`config.mk`:
```
export PLATFORM = sky130hd
export DESIGN_NAME = spi_sclk_gen
export DESIGN_NICKNAME = d
export VERILOG_FILES = /design/src/rtl/spi_pkg.sv /design/src/rtl/spi_halfper_cnt.sv /design/src/rtl/spi_sclk_gen.sv
export SDC_FILE = /design/constraint.sdc
export NUM_CORES = 1
export LEC_CHECK = 0
export BUFFER_PORTS_ARGS = -buffer_cell sky130_fd_sc_hd__buf_2
export CAP_MARGIN = 15
export CORE_AREA = 2 2 69 71
export CTS_CLUSTER_SIZE = 40
export DETAILED_ROUTE_END_ITERATION = 8
export DIE_AREA = 0 0 71 73
export GPL_TIMING_DRIVEN = 0
export PLACE_DENSITY = 0.73
export SLEW_MARGIN = 30
export SYNTH_ARGS = -nofsm -noshare
export SYNTH_HDL_FRONTEND = slang
export SYNTH_SLANG_ARGS = --single-unit
```
`constraint.sdc`:
```
create_clock -name clk_25 -period 3.6 [get_ports clk_25]
set_input_delay 0.54 -clock clk_25 [delete_from_list [all_inputs] [get_ports clk_25]]
set_output_delay 0.54 -clock clk_25 [all_outputs]
set_load 0.005 [all_outputs]
```
`src/rtl/spi_pkg.sv`:
```
// Shared types and constants for the SPI serial-clock engine.
// Pure declarations; no timing or flow control of its own.
package spi_pkg;

    localparam int SPI_DIV_W = 8;
    localparam int SPI_CNT_W = 6;

    typedef enum logic [1:0] {
        IDLE = 2'd0,
        RUN  = 2'd1,
        HOLD = 2'd2
    } spi_state_t;

    // {cpol, cpha}
    localparam logic [1:0] MODE0 = 2'b00;
    localparam logic [1:0] MODE1 = 2'b01;
    localparam logic [1:0] MODE2 = 2'b10;
    localparam logic [1:0] MODE3 = 2'b11;

endpackage

```
`src/rtl/spi_halfper_cnt.sv`:
```
// Half-period down-counter: reloads on load_i or on reaching 0; tc_o flags that the next count is 0.
// tc_o is combinational so the caller can register the edge into the cycle it belongs to; no backpressure.
module spi_halfper_cnt #(
    parameter int DIV_W = 8
) (
    input  logic             clk_25,
    input  logic             rst_n,
    input  logic             en_i,
    input  logic             load_i,
    input  logic [DIV_W-1:0] load_val_i,
    output logic             tc_o
);

    logic [DIV_W-1:0] cnt_q;
    logic [DIV_W-1:0] cnt_d;

    always_comb begin
        cnt_d = cnt_q;
        if (en_i) begin
            if (load_i || (cnt_q == '0)) begin
                cnt_d = load_val_i;
            end else begin
                cnt_d = cnt_q - 1'b1;
            end
        end
    end

    assign tc_o = en_i && (cnt_d == '0);

    always_ff @(posedge clk_25) begin
        if (!rst_n) begin
            cnt_q <= '0;
        end else begin
            cnt_q <= cnt_d;
        end
    end

endmodule

```
`src/rtl/spi_sclk_gen.sv`:
```
// SPI SCLK engine: registered SCLK and shift/sample strobes, edge k in cycle t+k*(div+1) after accept at t.
// No backpressure: start is ignored while busy. SPI_SCLK_CS_EN adds an active-low chip select.
module spi_sclk_gen
    import spi_pkg::*;
#(
    parameter int DIV_W = SPI_DIV_W,
    parameter int CNT_W = SPI_CNT_W
) (
    input  logic             clk_25,
    input  logic             rst_n,
    input  logic             start,
    input  logic [DIV_W-1:0] div,
    input  logic [CNT_W-1:0] nbits,
    input  logic             cpol,
    input  logic             cpha,
    output logic             sclk,
    output logic             shift_stb,
    output logic             sample_stb,
    output logic             busy,
    output logic             done,
    output logic             cs_n
);

    spi_state_t       state_q, state_d, cur;
    logic [DIV_W-1:0] div_q, div_eff;
    logic [CNT_W-1:0] nbits_q, nb_eff;
    logic             cpol_q, cpol_eff;
    logic             cpha_q, cpha_eff;
    logic [CNT_W:0]   edge_q, edge_d, edge_eff, k;
    logic             sclk_q, sclk_d, base_sclk;
    logic             shift_q, shift_d;
    logic             sample_q, sample_d;
    logic             done_q, done_d;
    logic             accept, tc, last;

    // The accept cycle acts on the incoming configuration so div==0 can place edge 1 at t+1.
    always_comb begin
        accept    = start && (state_q == IDLE);
        cur       = accept ? ((nbits == '0) ? HOLD : RUN) : state_q;
        div_eff   = accept ? div   : div_q;
        nb_eff    = accept ? nbits : nbits_q;
        cpol_eff  = accept ? cpol  : cpol_q;
        cpha_eff  = accept ? cpha  : cpha_q;
        edge_eff  = accept ? '0    : edge_q;
        base_sclk = accept ? cpol  : sclk_q;
        k         = edge_eff + 1'b1;
        last      = (k == {nb_eff, 1'b0});
    end

    spi_halfper_cnt #(.DIV_W(DIV_W)) u_halfper (
        .clk_25     (clk_25),
        .rst_n      (rst_n),
        .en_i       (cur != IDLE),
        .load_i     (accept),
        .load_val_i (div_eff),
        .tc_o       (tc)
    );

    always_comb begin
        state_d  = cur;
        edge_d   = edge_eff;
        sclk_d   = (cur == IDLE) ? cpol : base_sclk;
        shift_d  = 1'b0;
        sample_d = 1'b0;
        done_d   = 1'b0;
        if (tc) begin
            case (cur)
                RUN: begin
                    sclk_d = ~base_sclk;
                    edge_d = k;
                    if (k[0]) begin
                        shift_d  = cpha_eff;
                        sample_d = ~cpha_eff;
                    end else begin
                        sample_d = cpha_eff;
                        shift_d  = ~cpha_eff && !last;
                    end
                    if (last) begin
                        state_d = HOLD;
                    end
                end
                HOLD: begin
                    done_d  = 1'b1;
                    state_d = IDLE;
                    sclk_d  = cpol_eff;
                end
                default: ;
            endcase
        end
    end

    always_ff @(posedge clk_25) begin
        if (!rst_n) begin
            state_q  <= IDLE;
            div_q    <= '0;
            nbits_q  <= '0;
            cpol_q   <= 1'b0;
            cpha_q   <= 1'b0;
            edge_q   <= '0;
            sclk_q   <= 1'b0;
            shift_q  <= 1'b0;
            sample_q <= 1'b0;
            done_q   <= 1'b0;
        end else begin
            state_q  <= state_d;
            div_q    <= div_eff;
            nbits_q  <= nb_eff;
            cpol_q   <= cpol_eff;
            cpha_q   <= cpha_eff;
            edge_q   <= edge_d;
            sclk_q   <= sclk_d;
            shift_q  <= shift_d;
            sample_q <= sample_d;
            done_q   <= done_d;
        end
    end

    assign sclk       = sclk_q;
    assign shift_stb  = shift_q;
    assign sample_stb = sample_q;
    assign done       = done_q;
    assign busy       = (state_q != IDLE);

`ifdef SPI_SCLK_CS_EN
    assign cs_n = ~busy;
`else
    assign cs_n = 1'b1;
`endif

endmodule

```
Yosys cells after proc, flatten, opt, wreduce, memory -nomap -nowiden
Cells that the tools add are included.
{ "op_classes": {"add_sub_neg": 2, "eq_ne": 3, "mux": 21, "n_bitwise": 2, "n_reduce_logical": 14} }
{ "op_table": {"columns": ["cell", "count"], "rows": [
  ["$mux W8", 3],
  ["$mux W7", 3],
  ["$logic_not A8 Y1", 2],
  ["$mux W1", 8],
  ["$mux W2", 4],
  ["$sub A8 B1 Y8 const B", 1],
  ["$add A7 B1 Y7 const B", 1],
  ["$eq A7 B7 Y1", 1],
  ["$logic_not A6 Y1", 1],
  ["$mux W6", 1],
  ["$logic_not A2 Y1", 2],
  ["$pmux W2 S2", 1],
  ["$reduce_bool A2 Y1", 2],
  ["$logic_and A1 B1 Y1", 3],
  ["$reduce_and A3 Y1", 1],
  ["$eq A2 B1 Y1 const B", 1],
  ["$eq A2 B2 Y1 const B", 1],
  ["$not A1 Y1", 2],
  ["$pmux W1 S2", 1],
  ["$reduce_and A2 Y1", 1],
  ["$logic_not A1 Y1", 1],
  ["$logic_or A1 B1 Y1", 1]
]} }
{ "word_totals": {"ff_bits": 37, "inputBits": 19, "output_inout_bits": 6, "elab_cells": 53} }

Logic depth before layout (Yosys ltp)
Gate-level depths: netlist (run 1).
{ "logic_depth": {"depth_word": 8, "ltp_mapped": 15, "depth_no_buf": 12} }

Cells and area by module
Synthesis (run 1) repeated with hierarchy kept, for this count alone.
{ "hier_totals": {"cells_unflattened": 279, "area_unflattened_um2": 2215.9} }
{ "modules_own_cells": {"columns": ["mod", "instances", "cells_each", "area_each_um2", "seq_area_each_um2"], "rows": [
  ["spi_sclk_gen", 1, 189, 1490.2, 580.6],
  ["spi_halfper_cnt", 1, 90, 725.7, 160.2]
]} }

Worst setup path before layout (run 1)
Ideal clock, no wire load.
{ "synth_path": {"kind": "input port to flip-flop", "start": "input start", "end": "register edge_q[3]", "setup_time_ns": 0.070, "arrival_ns": 3.466, "required_time_ns": 3.530, "path_slack_ns": 0.064, "path_stages": 13, "n_path_buf": 3, "path_cell_list": "or3b_1 > buf_6 > clkbuf_1 > o21bai_1 > inv_1 > ha_1 > clkbuf_1 > a21oi_1 > o31ai_1 > or4_4 > or2_4 > or4_1 > a21oi_1"} }
{ "synth_between": {"elab_chain_len": 7, "word_cells_on_any_way": 14, "classes_between": "add/sub (1); eq/ne (1); mux (7); reduce/logical (5)"} }
{ "synth_lines": {"columns": ["item", "line", "source"], "rows": [
  ["from (decl)", "spi_sclk_gen.sv:11", "input logic start,"],
  ["$logic_and A1 B1 Y1 (*)", "spi_sclk_gen.sv:38", "accept = start && (state_q == IDLE);"],
  ["parallel branches: the longest is 5 deep, another holds $add A7 B1 Y7", null, null],
  ["$mux W7 (*)", "spi_sclk_gen.sv:66", "if (tc) begin"],
  ["to (signal assigned)", "spi_sclk_gen.sv:110", "edge_q <= edge_d;"],
  ["to (decl)", "spi_sclk_gen.sv:29", "logic [CNT_W:0] edge_q, edge_d, edge_eff, k;"]
]} }
Every way passes the cells marked *.
A chain may end at the register's enable or synchronous reset.

Worst setup path after layout (run 1)
{ "layout_path": {"start": "register state_q[0]", "end": "register edge_q[3]"} }
{ "layout_between": {"elab_chain_len": 8, "word_cells_on_any_way": 15, "classes_between": "add/sub (1); eq/ne (1); mux (7); reduce/logical (6)"} }
{ "layout_lines": {"columns": ["item", "line", "source"], "rows": [
  ["from (decl)", "spi_sclk_gen.sv:24", "spi_state_t state_q, state_d, cur;"],
  ["from (signal assigned)", "spi_sclk_gen.sv:105", "state_q <= state_d;"],
  ["parallel branches: the longest is 7 deep, another holds $add A7 B1 Y7", null, null],
  ["$mux W7 (*)", "spi_sclk_gen.sv:66", null]
]} }
Marked as above.

==> results of run 1 <==
==> per-stage QoR <==
step | instance area [sq um] | hold slack (ns) | worst slack [ns] | util (%)
floorplan | 2240 | 0.432 | 0.0644 | -
global placement | 2420 | 0.444 | -0.514 | 53.4
detailed placement | 2420 | 0.449 | -0.532 | 53.4
CTS | 2540 | 0.460 | 0.0486 | 55.9
global route | 2550 | 0.485 | 0.0103 | 56.3
finish | 2550 | 0.458 | 0.222 | 56.3
==> sequential cells by signal (all words and copies together) (netlist names) <==
signal	cells
u_halfper.cnt_q	8
cpol_q	1
sample_stb	1
nbits_q	6
cpha_q	1
state_q	2
div_q	8
edge_q	7
sclk	1
shift_stb	1
done	1
==> report_power, final <==
group	total (mW)	internal [mW]	switching, mW
sequential	0.472	0.439	0.0335
combinational	0.398	0.166	0.233
clock	0.334	0.173	0.161
==> worst reg2reg max path, stage by stage, from the launching register on <==
cell	delay, ns
dfxtp_1	0.35
or3b_1	0.39
buf_6	0.18
o21bai_2	0.17
inv_1	0.08
ha_1	0.22
buf_2	0.19
a21oi_1	0.14
o31ai_1	0.10
or4_4	0.55
or2_4	0.29
or4_1	0.50
a21oi_1	0.15
==> what timing repair did <==
action                     in CTS  in global routing
resized for setup               3                  3
pin swaps                       1                  1
setup endpoints to repair      12                  4
hold buffers                    0                  0
setup buffers                   1                  2
==> synthesized netlist by cell type, types with 5 or more instances <==
| cell | number |
|---|---|
| a31oi_1 | 5 |
| inv_1 | 8 |
| ha_1 | 6 |
| xnor2_1 | 9 |
| nor2_1 | 11 |
| o21ai_0 | 6 |
| nand2b_1 | 5 |
| clkbuf_1 | 8 |
| nand2_1 | 49 |
| dfxtp_1 | 37 |
| a21oi_1 | 28 |
==> worst paths after layout <==
| check | slack [ns] | startpoint | to |
|---|---|---|---|
| max | 0.22 | state_q[0]$_SDFF_PN0_ | edge_q[3]$_SDFF_PN0_ |
| min | 0.46 | div_q[6]$_SDFF_PN0_ | div_q[6]$_SDFF_PN0_ |
| max reg2reg | 0.22 | state_q[0]$_SDFF_PN0_ | edge_q[3]$_SDFF_PN0_ |
| min reg2reg | 0.46 | div_q[6]$_SDFF_PN0_ | div_q[6]$_SDFF_PN0_ |
==> per-layer routing <==
| layer | up-vias | GRT usage, % | part of all wire (%) | wire length [um] |
|---|---|---|---|---|
| met5 | - | 0 | 0 | 0 |
| met4 | 0 | 8.39 | 1.2 | 70 |
| met3 | 6 | 4.97 | 5.5 | 314 |
| met2 | 56 | 34.8 | 46 | 2580 |
| met1 | 951 | 30.3 | 48 | 2690 |
| li1 | 1049 | - | - | - |
==> final cells by class <==
cell class	instances	share of cell area [%]
buffer	15	4.26
clock buffer	7	3.77
clock inverter	1	0.196
inverter	9	1.32
multi-input combinational	210	53.6
sequential	37	29.0
tap	54	2.65
timing repair buffer	25	5.20
==> placed cells by master (no fill, tap or decap), drive strengths merged, types with 2 or more instances in the layout <==
master and instances:
nand3 4, o21bai 2, clkbuf 15, or4 4
xnor2 9, o21ai 7, a21boi 3, nand4 4
a21oi 29, and3 5, and2 4, buf 32
a31oi 5, or2 5, or3b 2, nand2b 5
nor3b 3, a221oi 2, clkinv 2, mux2i 4
a32oi 2, and4 2, inv 8, ha 6
o31ai 4, nand2 49, o22ai 2, a211oi 4
nor4 7, xor2 4, nor2 11, dfxtp 37
a31o 4, nand3b 2
==> cells by family (layout without fill, tap and decap cells) <==
logic type,Yosys count,count (layout),share of synthesized area [%]
muxes,5,5,2.29
other,1,1,0.167
AOI/OAI and AO/OA,73,73,21.7
adders and majority gates,6,6,3.35
xor gates and xnor gates,13,13,5.08
buffers and inverters,25,57,6.42
DFF,37,37,33.0
and+or+nand+nor,112,112,28.0
==> flow_metrics.py, run 1 <==
metrics = {
    "synth": {
        "async_flop_share_pct": 0,
        "yosysWarnings": 0,
        "ys_ff_latch": 37,
        "yosysTopAreaCell": "dfxtp_1",
        "synth_area_leaders": "dfxtp_1 33%, nand2_1 8.2%, a21oi_1 6.3%",
        "synth_top_area_share_pct": 33.0,
        "synth_enable_flop_cells": 0,
        "syn_avg_cell_area_sq_um": 8.24,
        "syn-num-nets": 297,
        "seq_area_frac_synth_pct": 33.0,
        "syn_area_sq_mm": 0.00224,
        "syn_inst": 272,
        "synth_flop_cell": "dfxtp_1",
        "synth_cell_types": 62,
    },
    "status": {
        "status": "finished, final reports clean",
    },
    "cts": {
        "htree_levels": 2,
        "clk_path_buf_depth": 2,
        "cts_tree": "yes",
        "cts_sinks": 37,
        "cts_made_buffers": 5,
        "clk_latency_ns": 0.30,
        "cts_root_buf": "clkbuf_8",
        "cts.clk_slew.worst_paths_ns": 0.08,
    },
    "drt": {
        "drt-total-wl_um": 5660,
        "drc": 0,
        "routed_via_density": 5.76,
        "wl_per_cell_um": 15.8,
        "ant_nets": 0,
        "vias": 2062,
        "drtIter0Drc": 149,
        "drtPass1Iterations": 4,
    },
    "timing": {
        "max-slew-margin-rel_pct": 59.0,
        "setup_viol": 0,
        "final-hold-violation-count": 0,
        "timing.final.crit_share_pct": 93.8,
        "fin_crit_ns": 3.38,
        "maxSlewViolCount": 0,
        "rsz0062_at_grt": "false",
        "clock.fmax_mhz": 296,
        "tightest_slew_ns": 0.614,
        "fin_skew_ns": 0.00628,
        "tns_ns": 0,
    },
    "final_layout": {
        "nFillCells": 424,
        "drive_gt1_share_pct": 20.1,
        "final_nets": 328,
        "antennaDiodeCount": 0,
        "multi_input_area_sq_mm": 0.00137,
        "areaGrowthSynthToFinish_pct": 13.8,
        "seq_area_sq_um": 741,
        "instances_no_fill": 358,
    },
    "setup_path": {
        "path_class": "flip-flop to flip-flop",
        "crit_path_start_kind": "flip-flop",
        "worstPathMaxFanout": 18,
        "worstPathRequired_ns": 3.84,
        "critPathBufInv": 3,
        "slowest_stage": "or4_4",
        "path_cells": "or3b_1 > buf_6 > o21bai_2 > inv_1 > ha_1 > buf_2 > a21oi_1 > o31ai_1 > or4_4 > or2_4 > or4_1 > a21oi_1",
        "path_delay_family": "simple AND/OR/NAND/NOR gates",
        "crit_path_end_kind": "flip-flop",
        "critPathArrivalTime_ns": 3.62,
        "critical_path_depth": 12,
        "reg2reg_depth": 12,
        "max_stage_delay_ns": 0.55,
        "critPathMostFrequentCell": "a21oi_1",
    },
    "placement": {
        "dp_hpwl_um": 3960,
        "place.gp.congestion": 0.915,
        "io_buffers": 22,
        "dpl.cell_count": 348,
    },
    "global_route": {
        "grt-ovfl-total": 0,
        "antenna_found_initial": 0,
        "grt_pass1_wl_um": 9030,
        "grt.total_usage_pct": 22.3,
        "grt_max_degree": 19,
        "grt_pass1_vias": 1889,
    },
    "floorplan": {
        "fp-row-count": 25,
        "ios": 25,
        "start_util_pct": 49.4,
        "die_x_um": 71,
        "core_area_sq_mm": 0.00454,
        "die-area_sq_mm": 0.00518,
        "die_y_um": 73,
    },
    "power_and_ir_drop": {
        "max-vdd-ir-drop_mv": 0.225,
        "p_per_area_mw_per_mm2": 472,
        "p_leak_nw": 1.03,
        "p_total_mw": 1.20,
    },
    "worst_hold_path": {
        "hp-class": "flip-flop to flip-flop",
        "worstHoldPathCells": 2,
    },
    "run": {
        "cap_viol_max_count": 0,
    },
}
(Power assumes the default switching activity.)
==> inputs of run 2 (changes only) <==
--- a/config.mk
+++ b/config.mk
@@ -16,4 +16,5 @@
 export SLEW_MARGIN = 30
 export SYNTH_ARGS = -nofsm -noshare
 export SYNTH_HDL_FRONTEND = slang
+export SYNTH_HIERARCHICAL = 1
 export SYNTH_SLANG_ARGS = --single-unit
==> run 2 against run 1 <==
Compared with the run above: design area fell by 1.0%; wire length decreased by 12%; combinational power grew to 2.6 times the previous value; maximum frequency rose by 5.3%; register-to-register slack better by 0.17 ns; synthesized cell count increased by 2.6%; largest cell class unchanged; count of clock-buffer cells in the layout decreased by 2; total power is 70% higher; sequential share of layout area rose by 0.30 points; global-route usage is 2.0 points lower.
==> flow_metrics.py, run 2 <==
metrics = {
    "status": {
        "status": "finished, final reports clean",
    },
    "floorplan": {
        "ios": 25,
        "core_area_sq_mm": 0.00454,
        "die_y_um": 73,
        "die_x_um": 71,
        "start_util_pct": 48.9,
        "die-area_sq_mm": 0.00518,
        "fp-row-count": 25,
    },
    "cts": {
        "clk_latency_ns": 0.29,
        "cts_hold_buf": 0,
        "htree_levels": 2,
        "cts_sinks": 37,
        "cts_tree": "yes",
        "clk_path_buf_depth": 2,
        "cts_root_buf": "clkbuf_8",
        "cts.clk_slew.worst_paths_ns": 0.07,
        "cts_setup_buffers": 0,
        "cts_made_buffers": 5,
    },
    "power_and_ir_drop": {
        "p_total_mw": 2.05,
        "max-vdd-ir-drop_mv": 0.503,
        "p_leak_nw": 1.08,
        "p_per_area_mw_per_mm2": 812,
    },
    "synth": {
        "yosysTopAreaCell": "dfxtp_1",
        "async_flop_share_pct": 0,
        "synth_area_leaders": "dfxtp_1 33%, nand2_1 11%, and2_1 4.5%",
        "seq_area_frac_synth_pct": 33.4,
        "syn_inst": 279,
        "synth_most_common_cell": "nand2_1",
        "syn_area_sq_mm": 0.00222,
        "syn-num-nets": 304,
        "syn_avg_cell_area_sq_um": 7.94,
        "synth_cell_types": 59,
        "yosysWarnings": 6,
        "synth_enable_flop_cells": 0,
        "synth_common_cells": "66 x nand2_1, 37 x dfxtp_1, 16 x and2_1, 12 x nand3_1",
        "synth_flop_cell": "dfxtp_1",
        "ys_ff_latch": 37,
        "synth_top_area_share_pct": 33.4,
    },
    "drt": {
        "routed_via_density": 5.58,
        "drtIter0Drc": 152,
        "ant_nets": 0,
        "drt-total-wl_um": 5000,
        "wl_per_cell_um": 13.8,
        "drc": 0,
        "drtPass1Iterations": 5,
        "vias": 2014,
    },
    "timing": {
        "timing.final.crit_share_pct": 89.2,
        "setup_viol": 0,
        "fin_crit_ns": 3.21,
        "maxSlewViolCount": 0,
        "tightest_slew_ns": 0.517,
        "rsz0062_at_grt": "false",
        "clock.fmax_mhz": 312,
        "max-slew-margin-rel_pct": 65.5,
        "final-hold-violation-count": 0,
        "fin_skew_ns": 0.00739,
    },
    "placement": {
        "placed_cell_area_sq_mm": 0.00240,
        "place.gp.congestion": 0.932,
        "dp_hpwl_um": 3670,
        "io_buffers": 23,
    },
    "setup_path": {
        "worstPathRequired_ns": 3.83,
        "path_delay_family": "simple AND/OR/NAND/NOR gates",
        "path_class": "flip-flop to flip-flop",
        "reg2reg_from": "state_q[1]$_SDFF_PN0_",
        "worstPathMaxFanout": 10,
        "startpoint": "state_q[1]$_SDFF_PN0_",
        "slowest_stage": "or3b_4",
        "crit_path_end_kind": "flip-flop",
        "path_cells": "or3b_4 > buf_2 > buf_1 > nand2_1 > nand2_1 > nor4_1 > nand2_1 > mux2i_1 > o311a_1 > and2_1 > nand3_1 > or3_1 > a21oi_1",
        "crit_path_start_kind": "flip-flop",
        "critPathMostFrequentCell": "nand2_1",
        "critPathArrivalTime_ns": 3.44,
        "critPathBufInv": 2,
        "max_stage_delay_ns": 0.43,
    },
    "global_route": {
        "antenna_found_initial": 0,
        "grt-ovfl-total": 0,
        "grt_max_degree": 17,
        "grt_pass1_vias": 1853,
        "grt.total_usage_pct": 20.3,
        "grt_pass1_wl_um": 8440,
    },
    "final_layout": {
        "layout_common_cells": "66 x nand2_1, 37 x dfxtp_1, 26 x buf_2",
        "reg_top3": "div_q (8), u_halfper/cnt_q (8), edge_q (7)",
        "areaGrowthSynthToFinish_pct": 14.0,
        "seq_area_sq_um": 741,
        "mostFrequentLayoutCell": "nand2_1",
        "drive_gt1_share_pct": 17.9,
        "nFillCells": 423,
        "multi_input_area_sq_mm": 0.00134,
        "final_nets": 331,
        "final_cell_area_sq_mm": 0.00253,
        "antennaDiodeCount": 0,
    },
    "run": {
        "cap_viol_max_count": 0,
    },
    "worst_hold_path": {
        "hp-start": "nbits_q[0]$_SDFF_PN0_",
        "hp-class": "flip-flop to flip-flop",
    },
}
## run 2: changes by cell type after synthesis, sizes merged, moves of 4 or more
cell    before  now
a21oi       29    6
nand2       49   66
and2         4   16
nand3        4   13
nor3         1    9
a21boi       3    9
a211oi       4    0
a31o         4    0
nor4         7    3
or2          5    1
## run 2: path summary, 6_finish.rpt
path / endpoint / slack [ns] / depth (start not counted)
max reg2reg: edge_q[6]$_SDFF_PN0_ / 0.39 / 13
min reg2reg: nbits_q[0]$_SDFF_PN0_ / 0.48 / 2
min: nbits_q[0]$_SDFF_PN0_ / 0.48 / 2
max: edge_q[6]$_SDFF_PN0_ / 0.39 / 13
## run 2: cell families after synthesis
kind of cell	count (synthesis)	share of synthesized area (%)
flip-flops	37	33.4
other	1	0.169
multiplexers	5	2.32
AND/OR/NAND/NOR	146	35.1
adder cells (fa/ha/maj)	6	3.39
buffers and inverters	25	6.21
XOR/XNOR	12	4.74
AO/OA/AOI/OAI	47	14.7
## run 2: what timing repair did
item / CTS / global route
pin swaps: 0 / 0
endpoints found under the setup margin: 2 / 3
endpoints found under the hold margin: 0 / 0
gates resized for setup: 0 / 3
## run 2: layout make-up
cell class              count  area share [%]
clock inverters             3            2.58
inverters                   9            1.49
well taps                  54            2.67
flip-flops and latches     37            29.3
multi-input cells         217            52.9
repair buffers             23            4.56
clock buffers               5            2.72
plain buffers              13            3.71
## run 2: worst min-delay path, cell delays in order (launching register included)
cell	delay [ns]
dfxtp_1	0.32
nand2_1	0.05
a21boi_0	0.06
## run 2: routing by layer
layer	vias up	track usage [%]	routed length [um]
li1	1019	-	-
met4	0	7.13	25
met1	926	26.2	2240
met3	2	5.25	352
met2	67	32.9	2380
met5	-	0	0
## run 2: through the flow
| step | hold slack [ns] | setup slack [ns] | utilization, % | TNS, ns | instances |
|---|---|---|---|---|---|
| after global placement | 0.466 | -0.359 | 52.9 | -0.947 | 356 |
| after global routing | 0.508 | 0.0999 | 55.7 | 0 | 361 |
| after CTS | 0.484 | 0.0686 | 55.8 | 0 | 363 |
| after detailed placement | 0.473 | -0.403 | 52.9 | -1.25 | 356 |
| after floorplan | 0.455 | 0.276 | - | 0 | 279 |
| final | 0.480 | 0.391 | 55.7 | 0 | 361 |
## run 2: report_power, final
part	internal, mW	switching (mW)	total [mW]	leakage (nW)
Clock	0.275	0.156	0.431	0.0681
Combinational	0.467	0.581	1.05	0.713
Sequential	0.493	0.0784	0.572	0.302
==> inputs of run 3 (changes only) <==
--- a/config.mk
+++ b/config.mk
@@ -7,14 +7,13 @@
 export LEC_CHECK = 0
 export BUFFER_PORTS_ARGS = -buffer_cell sky130_fd_sc_hd__buf_2
 export CAP_MARGIN = 15
-export CORE_AREA = 2 2 69 71
+export CORE_AREA = 2 2 65 67
 export CTS_CLUSTER_SIZE = 40
 export DETAILED_ROUTE_END_ITERATION = 8
-export DIE_AREA = 0 0 71 73
+export DIE_AREA = 0 0 67 69
 export GPL_TIMING_DRIVEN = 0
-export PLACE_DENSITY = 0.73
+export PLACE_DENSITY = 0.78
 export SLEW_MARGIN = 30
 export SYNTH_ARGS = -nofsm -noshare
 export SYNTH_HDL_FRONTEND = slang
-export SYNTH_HIERARCHICAL = 1
 export SYNTH_SLANG_ARGS = --single-unit
==> constraint.sdc (replaced) <==
create_clock -name clk_25 -period 3.75 [get_ports clk_25]
set_input_delay 0.5625 -clock clk_25 [delete_from_list [all_inputs] [get_ports clk_25]]
set_output_delay 0.5625 -clock clk_25 [all_outputs]
set_load 0.005 [all_outputs]
==> run 3 against run 2 <==
Compared with the run above: combinational power fell by 63%; global-route usage rose by 6.5 points; maximum frequency fell by 8.6%; total power fell by 45%; sequential power fell by 21%; worst setup slack got worse by 0.15 ns; utilization rose by 8.5 points; hold slack got worse by 0.017 ns; largest cell class unchanged; largest power group is now registers; highest routed layer unchanged.
==> flow_metrics.py, run 3 (same netlist as run 1, synthesis figures left out) <==
metrics = {
    "placement": {
        "dp_hpwl_um": 3950,
        "dpl.cell_count": 344,
        "io_buffers": 22,
        "place.gp.congestion": 0.920,
    },
    "cts": {
        "clk_latency_ns": 0.30,
        "cts_hold_buf": 0,
        "htree_levels": 2,
        "cts.clk_slew.worst_paths_ns": 0.08,
        "clk_path_buf_depth": 2,
        "cts_sinks": 37,
        "cts_made_buffers": 5,
        "cts_root_buf": "clkbuf_8",
        "cts_tree": "yes",
    },
    "floorplan": {
        "ios": 25,
        "fp-row-count": 23,
        "start_util_pct": 57.3,
        "core_area_sq_mm": 0.00391,
        "die_y_um": 69,
        "die-area_sq_mm": 0.00462,
        "die_x_um": 67,
    },
    "final_layout": {
        "drive_gt1_share_pct": 19.2,
        "instances_no_fill": 352,
        "layout_common_cells": "49 x nand2_1, 37 x dfxtp_1, 28 x a21oi_1",
        "nFillCells": 370,
        "seq_area_sq_um": 741,
        "reg_top3": "div_q (8), u_halfper.cnt_q (8), edge_q (7)",
        "areaGrowthSynthToFinish_pct": 12.1,
        "final_nets": 326,
        "mostFrequentLayoutCell": "nand2_1",
        "multi_input_area_sq_mm": 0.00137,
        "antennaDiodeCount": 0,
    },
    "timing": {
        "max-slew-margin-rel_pct": 56.2,
        "maxSlewViolCount": 0,
        "fin_crit_ns": 3.51,
        "setup_viol": 0,
        "timing.final.crit_share_pct": 93.6,
        "final-hold-violation-count": 0,
        "tightest_slew_ns": 0.652,
        "timing.hold.ws_ns": 0.464,
        "clock.fmax_mhz": 285,
        "fin_skew_ns": 0.00937,
        "rsz0062_at_grt": "false",
    },
    "setup_path": {
        "worstPathMaxFanout": 10,
        "reg2reg_from": "state_q[0]$_SDFF_PN0_",
        "crit_path_start_kind": "flip-flop",
        "worstPathRequired_ns": 3.99,
        "path_class": "flip-flop to flip-flop",
        "crit_end": "edge_q[4]$_SDFF_PN0_",
        "crit_path_end_kind": "flip-flop",
        "r2r_end": "edge_q[4]$_SDFF_PN0_",
        "startpoint": "state_q[0]$_SDFF_PN0_",
        "reg2reg_depth": 11,
        "rrSetupSlack_ns": 0.24,
        "critPathArrivalTime_ns": 3.75,
    },
    "power_and_ir_drop": {
        "pwr-share-seq_pct": 40.4,
        "p_per_area_mw_per_mm2": 447,
        "swShare_pct": 37.0,
        "p_leak_nw": 1.01,
        "max-vdd-ir-drop_mv": 0.301,
        "power_frac_clock_pct": 25.0,
        "power.switching_mw": 0.415,
        "p_int_mw": 0.708,
        "power_frac_comb_pct": 34.6,
    },
    "drt": {
        "vias": 2125,
        "drtPass1Iterations": 7,
        "routed_via_density": 6.04,
        "drtIter0Drc": 198,
        "drc": 0,
        "wl_per_cell_um": 16.0,
        "ant_nets": 0,
        "drt-total-wl_um": 5620,
    },
    "global_route": {
        "grt_pass1_wl_um": 9540,
        "antenna_found_initial": 0,
        "grt_pass1_vias": 1985,
        "grt.total_usage_pct": 26.8,
        "grt-ovfl-total": 0,
        "grt_max_degree": 12,
    },
    "worst_hold_path": {
        "hp-class": "flip-flop to flip-flop",
    },
    "run": {
        "cap_viol_max_count": 0,
    },
    "status": {
        "status": "finished, final reports clean",
    },
}
[run 3: what timing repair did]
action | CTS | global route
resized for setup | 2 | 5
cloned | 0 | 0
buffers inserted | 1 | 0
setup endpoints to repair | 10 | 11
pin swaps | 1 | 0
[run 3: layer usage]
metal,part of all wire [%],GRT usage (%),vias to the layer above
met5,0,0,-
met4,2.0,7.26,0
met3,7.6,5.38,12
met2,44,40.2,87
met1,47,39.0,988
li1,-,-,1038
[run 3: how the worst min path moves through the flow]
stage / from / end / slack (ns) / cells after the start
4_1_cts: div_q[6]$_SDFF_PN0_ / div_q[6]$_SDFF_PN0_ / 0.46 / 2
2_1_floorplan: div_q[6]$_SDFF_PN0_ / div_q[6]$_SDFF_PN0_ / 0.43 / 2
5_1_grt: div_q[3]$_SDFF_PN0_ / div_q[3]$_SDFF_PN0_ / 0.49 / 2
6_report: div_q[3]$_SDFF_PN0_ / div_q[3]$_SDFF_PN0_ / 0.46 / 2
3_3_place_gp: div_q[5]$_SDFF_PN0_ / div_q[5]$_SDFF_PN0_ / 0.44 / 2
3_5_place_dp: div_q[6]$_SDFF_PN0_ / div_q[6]$_SDFF_PN0_ / 0.45 / 2
[run 3: area by class of cell]
class | instances | area share, %
tap | 50 | 2.49
multi-input combinational | 210 | 54.4
clock inverter | 2 | 0.398
buffer | 15 | 4.33
inverter | 9 | 1.34
sequential | 37 | 29.5
clock buffer | 6 | 2.89
timing repair buffer | 23 | 4.68
[run 3: critical path, stage by stage, from the launching register on]
cell and delay [ns]:
dfxtp_1 0.35, nor3b_4 0.51, buf_6 0.23, a21oi_1 0.12
ha_1 0.25, clkbuf_2 0.21, a21oi_1 0.17, o31ai_1 0.11
or4_4 0.55, or2_4 0.30, or4_1 0.50, a21oi_1 0.15
[run 3: power groups by stage]
stage               clock, mW  combinational (mW)  sequential (mW)
global placement            0               0.368            0.460
floorplan                   0               0.290            0.453
finish                  0.280               0.389            0.454
detailed placement          0               0.374            0.461
CTS                     0.282               0.379            0.452
global route            0.294               0.426            0.457
[run 3: per-stage QoR]
stage          setup TNS [ns]  setup WS [ns]  util, %  cell area (sq um)  power [mW]
3_5_place_dp            -4.75         -0.487     61.7               2410       0.835
3_3_place_gp            -3.71         -0.398     61.7               2410       0.828
4_1_cts                     0        0.00352     64.1               2510        1.11
5_1_grt                     0          0.125     64.2               2510        1.18
6_report                    0          0.239     64.2               2510        1.12
2_1_floorplan               0          0.192        -               2240       0.743
